## src/rtl/cpu_run_ctrl.sv

```systemverilog
// Run controller for single-cycle CPU bring-up: holds the core in reset, runs it under a
// watchdog, then streams the register file and a data-memory window over valid/ready.
module cpu_run_ctrl #(
  parameter int unsigned DATA_W     = 32,
  parameter int unsigned RF_DEPTH   = 32,
  parameter int unsigned MEM_AW     = 16,
  parameter int unsigned DUMP_WORDS = 256,
  parameter int unsigned RST_CYCLES = 2,
  parameter int unsigned TIMEOUT    = 100000,
  parameter int unsigned CNT_W      = 32
) (
  input  logic                        clk_i,
  input  logic                        rst_i,
  input  logic                        start_i,
  output logic                        cpu_rst_o,
  input  logic                        halt_i,
  output logic [$clog2(RF_DEPTH)-1:0] rf_addr_o,
  input  logic [DATA_W-1:0]           rf_data_i,
  output logic [MEM_AW-1:0]           mem_addr_o,
  input  logic [DATA_W-1:0]           mem_data_i,
  output logic                        dump_valid_o,
  input  logic                        dump_ready_i,
  output logic [DATA_W-1:0]           dump_data_o,
  output logic                        dump_src_o,
  output logic                        dump_last_o,
  output logic                        busy_o,
  output logic                        done_o,
  output logic                        timed_out_o,
  output logic [CNT_W-1:0]            cycle_count_o
);

  localparam int unsigned RfAw = $clog2(RF_DEPTH);
  localparam int unsigned IdxW = (RfAw > MEM_AW) ? RfAw : MEM_AW;
  localparam int unsigned RstW = (RST_CYCLES > 1) ? $clog2(RST_CYCLES) : 1;

  localparam logic [IdxW-1:0]  RfLast  = IdxW'(RF_DEPTH - 1);
  localparam logic [IdxW-1:0]  MemLast = IdxW'(DUMP_WORDS - 1);
  localparam logic [RstW-1:0]  RstLast = RstW'(RST_CYCLES - 1);
  localparam logic [CNT_W-1:0] Timeout = CNT_W'(TIMEOUT);

  typedef enum logic [2:0] {StIdle, StReset, StRun, StDumpRf, StDumpMem, StDone} state_e;

  state_e            state_q, state_d;
  logic [RstW-1:0]   rst_cnt_q, rst_cnt_d;
  logic [IdxW-1:0]   idx_q, idx_d;
  logic [CNT_W-1:0]  cnt_q, cnt_d;
  logic              timed_out_q, timed_out_d;

  always_ff @(posedge clk_i) begin
    if (rst_i) begin
      state_q     <= StIdle;
      rst_cnt_q   <= '0;
      idx_q       <= '0;
      cnt_q       <= '0;
      timed_out_q <= 1'b0;
    end else begin
      state_q     <= state_d;
      rst_cnt_q   <= rst_cnt_d;
      idx_q       <= idx_d;
      cnt_q       <= cnt_d;
      timed_out_q <= timed_out_d;
    end
  end

  always_comb begin
    state_d     = state_q;
    rst_cnt_d   = rst_cnt_q;
    idx_d       = idx_q;
    cnt_d       = cnt_q;
    timed_out_d = timed_out_q;
    unique case (state_q)
      StIdle, StDone: begin
        if (start_i) begin
          state_d     = StReset;
          rst_cnt_d   = '0;
          idx_d       = '0;
          cnt_d       = '0;
          timed_out_d = 1'b0;
        end
      end
      StReset: begin
        if (rst_cnt_q == RstLast) state_d = StRun;
        else                      rst_cnt_d = rst_cnt_q + RstW'(1);
      end
      StRun: begin
        // Halt freezes the count and takes priority over a coincident timeout.
        if (halt_i) begin
          state_d = StDumpRf;
        end else begin
          cnt_d = cnt_q + CNT_W'(1);
          if (cnt_d == Timeout) begin
            timed_out_d = 1'b1;
            state_d     = StDumpRf;
          end
        end
      end
      StDumpRf: begin
        if (dump_ready_i) begin
          if (idx_q == RfLast) begin
            idx_d   = '0;
            state_d = StDumpMem;
          end else begin
            idx_d = idx_q + IdxW'(1);
          end
        end
      end
      StDumpMem: begin
        if (dump_ready_i) begin
          if (idx_q == MemLast) state_d = StDone;
          else                  idx_d = idx_q + IdxW'(1);
        end
      end
      default: state_d = StIdle;
    endcase
  end

  // All outputs decode registered state/index, so ready never reaches valid combinationally.
  always_comb begin
    cpu_rst_o     = (state_q != StRun);
    dump_valid_o  = (state_q == StDumpRf) || (state_q == StDumpMem);
    dump_src_o    = (state_q == StDumpMem);
    dump_last_o   = (state_q == StDumpMem) && (idx_q == MemLast);
    busy_o        = (state_q != StIdle) && (state_q != StDone);
    done_o        = (state_q == StDone);
    timed_out_o   = timed_out_q;
    cycle_count_o = cnt_q;
    rf_addr_o     = (state_q == StDumpRf) ? idx_q[RfAw-1:0] : '0;
    mem_addr_o    = (state_q == StDumpMem) ? idx_q[MEM_AW-1:0] : '0;
    dump_data_o   = dump_src_o ? mem_data_i : rf_data_i;
  end

endmodule

```

## config.mk

```make
export PLATFORM = sky130hd
export DESIGN_NAME = cpu_run_ctrl
export DESIGN_NICKNAME = d
export VERILOG_FILES = /design/src/rtl/cpu_run_ctrl.sv
export SDC_FILE = /design/constraint.sdc
export NUM_CORES = 1
export LEC_CHECK = 0
export ABC_CLOCK_PERIOD_IN_PS = 3400
export CAP_MARGIN = 20
export CORE_UTILIZATION = 39
export CTS_CLUSTER_SIZE = 8
export DETAILED_ROUTE_END_ITERATION = 8
export PLACE_DENSITY = 0.79
export SLEW_MARGIN = 20
export SYNTH_ARGS = -nofsm -noshare
export SYNTH_HDL_FRONTEND = slang
export SYNTH_SLANG_ARGS = --single-unit
export TNS_END_PERCENT = 1
```

## constraint.sdc

```tcl
create_clock -name clk_i -period 3.4 [get_ports clk_i]
set_input_delay 0.51 -clock clk_i [delete_from_list [all_inputs] [get_ports clk_i]]
set_output_delay 0.51 -clock clk_i [all_outputs]
set_load 0.005 [all_outputs]
```

==> metrics.md <==
| Metric | Value |
|---|---|
| Crit path max-delay family | simple AND/OR/NAND/NOR gates |
| Status | finished, final reports clean |
| H-tree depth | 2 |
| Crit path required time | 3.65 ns |
| Core Area | between 0.009 and 0.01 mm² |
| Placed Cells | 779 |
| Critical path class | reg -> reg |
| Worst r2r src | cycle_count_o[0] |
| Hold Fails Final Rpt | 0 |
| Sequential Area | between 0.001 and 0.0015 mm² |
| Worst VDD drop | 0.000217 V |
| Drc violations | 0 |
| Total iterations of the first detailed-routing run | 5 |
| Top FF cell, synth | dfxtp_1 |
| Crit-path max cell delay | 0.71 ns |
| CTS root buffer | clkbuf_8 |
| Synth cell types | 61 |
| CTS Hold Bufs | 0 |
| Filler Cell Count | 898 |
| Final wirelength | ~13000 µm |
| Grt total ovfl | 0 |
| Vias | 4458 |
| Slowest-stage cell, CP | or4_1 |
| Crit share post-route | 90.4% |
| Static leakage | roughly 2.0 nW |
| Total die area | 0.0105 mm² |
| Hold crit path type | reg -> reg |
| Non-Filler Instances | 787 |
| Yosys warns | 0 |
| Sequential share of the synthesized area | 26.9% |
| R2r setup slk | 0.33 ns |
| Global router's overall resource usage | 24.6% |
| Synth Area per Inst | 7.58 µm² |
| Largest net degree at the start of global routing | 55 |
| Worst r2r path cells | 8 |
| First-pass GRT wire length | 20600 µm |
| CTS tree | built |
| Multi-input logic area | 0.00269 mm² |
| Max-cap violations | 0 |
| Site Rows | 36 |
| Hold path depth | 2 |
| Vias/cell | ~5.7 |
| RSZ-0062 raised after global routing | false |
| Antenna violations before repair | 0 |
| Crit end category | register |
| Crit-path cells | ha_1 -> nand3_1 -> or4_1 -> or2_1 -> xnor2_1 -> a2111o_1 -> nor4_4 -> a32o_1 |
| Nets | 725 |
| Iter 0 DRT Violations | 291 |
| Post-CTS setup buffers | 0 |
| Most frequent cells in the layout | clkdlybuf4s50_1, nor2_1, dfxtp_1 |
| P per Cell Area | between 200 and 300 mW/mm² |
| Placer Congestion | 0.863 |
| CTS sink cnt | 53 |
| Worst-path clk slew | 0.10 ns |
| Setup_tns | 0 ns |
| Initial Util | about 40% |
| Worst Hold Path EP | rst_cnt_q |
| Hold_sp | rst_cnt_q |
| Fmax | 325 MHz |
| Die Width | 103 µm |
| Post-route ant nets | 0 |
| Crit path buf inv count | 0 |
| Fin. max-slew vios | 0 |
| Worst-Skew Late Latency | about 0.30 ns |
| Post_cts resized | 0 |
| Commonest non-fill, non-tap cell in the layout | clkdlybuf4s50_1 |
| EDFF count, synth | 0 |
| Drt wl/cell | 16.4 µm |
| Antenna diodes | 0 |
| CP max FO | 10 |
| Critical R2R Capture | timed_out_o |
| Synth Net Count | 593 |
| Final setup viols | 0 |
| Clk buf depth | 2 |
| Post-Syn Area | a little under 0.004 mm² |
| CP arrival | 3.33 ns |
| Cell count after synthesis | around 520 |
| Worst Tran Pin Value | between 0.7 and 0.8 ns |
| Layout cell share with drive strength beyond 1 | under 10% |
| Yosys reg bits | 53 |
| Vias in the first global route | around 4.3k |
| DP HPWL | roughly 9800 µm |
| Die H | about 100 µm |
| Fin crit period | around 3 ns |
| Relative slew margins | a little over half |
| Placed cell area | roughly 0.0056 mm² |
| PortBufs | 160 |
| Area Growth Syn to Fin | 44.8% |
| CTS buffer count | 5 |
| Design Area, Final | between 0.005 and 0.006 mm² |
| Utilization after layout | 58.5% |
| IO Pins | roughly 160 |
| Async SR Flop Fraction | 0% |
| CP Launch Type | register |
| Clock skew | 0.00986 ns |
-- per-layer routing --
| layer | GRT usage (%) | share of wire, % | up-vias | wire length (µm) |
|---|---|---|---|---|
| met2 | 40.8 | 48 | 177 | 6230 |
| met3 | 3.19 | 6.0 | 21 | 780 |
| met1 | 33.1 | 44 | 2104 | 5670 |
| met4 | 8.13 | 2.0 | 0 | 255 |
| li1 | - | - | 2156 | - |
| met5 | 0 | 0 | - | 0 |
-- synth_stat cells, types with 12 or more instances --
master,n,area share [%]
and2_1,27,4.3
and3_1,14,2.2
dfxtp_1,53,27
xor2_1,19,4.2
xnor2_1,12,2.7
nor3_1,18,2.3
mux2_2,32,9.1
a21oi_1,37,4.7
nor2_1,57,5.4
nand3_1,15,1.9
clkbuf_1,36,3.4
nor4_1,13,2.1
nand2_1,36,3.4
o21ai_0,30,3.8
-- worst max path at each step --
stage	slack, ns	depth (start not counted)	from	end
floorplan	0.55	10	cycle_count_o[0]	timed_out_o
global placement	0.46	8	cycle_count_o[0]	timed_out_o
detailed placement	0.34	8	cycle_count_o[0]	timed_out_o
CTS	0.32	8	cycle_count_o[0]	timed_out_o
global route	0.12	8	cycle_count_o[0]	timed_out_o
finish	0.33	8	cycle_count_o[0]	timed_out_o
-- where the power goes --
part / switching, mW / internal (mW) / total, mW
combinational: 0.315 / 0.282 / 0.597
clock: 0.203 / 0.147 / 0.350
sequential: 0.0519 / 0.640 / 0.692
-- flip-flops by register name, indices dropped and copies added, names as in the netlist --
signal and flops:
rst_cnt_q 1, state_q 3, cycle_count_o 32, timed_out_o 1, idx_q 16
-- worst register-to-register path, cell delays in order, from the launching register on --
cell	delay, ns
dfxtp_1	0.51
ha_1	0.31
nand3_1	0.25
or4_1	0.71
or2_1	0.34
xnor2_1	0.15
a2111o_1	0.32
nor4_4	0.24
a32o_1	0.19
-- cell type report --
cell class | count | share of cell area, %
clock buffer | 8 | 1.40
inverter | 8 | 0.525
multi-input combinational | 415 | 47.0
sequential | 53 | 18.6
tap | 133 | 2.91
timing repair buffer | 170 | 29.6
-- cells by family (layout without fill, tap and decap cells) --
family                   Yosys count  in the layout  share of synthesized area [%]
buffers and inverters             53            186                           5.36
flip-flops                        53             53                           26.9
multiplexers                      35             35                           9.89
AND/OR/NAND/NOR                  226            226                           30.9
AO/OA/AOI/OAI                    120            120                           19.1
adder cells (fa/ha/maj)            3              3                          0.951
XOR/XNOR                          31             31                           6.88
-- per-stage QoR --
step	hold WS (ns)	power [mW]	setup WS, ns
after global routing	0.550	1.73	0.119
after global placement	0.475	1.28	0.456
after CTS	0.502	1.64	0.321
final	0.504	1.64	0.327
after floorplan	0.456	1.02	0.546
after detailed placement	0.480	1.30	0.336
(Power assumes the default switching activity.)
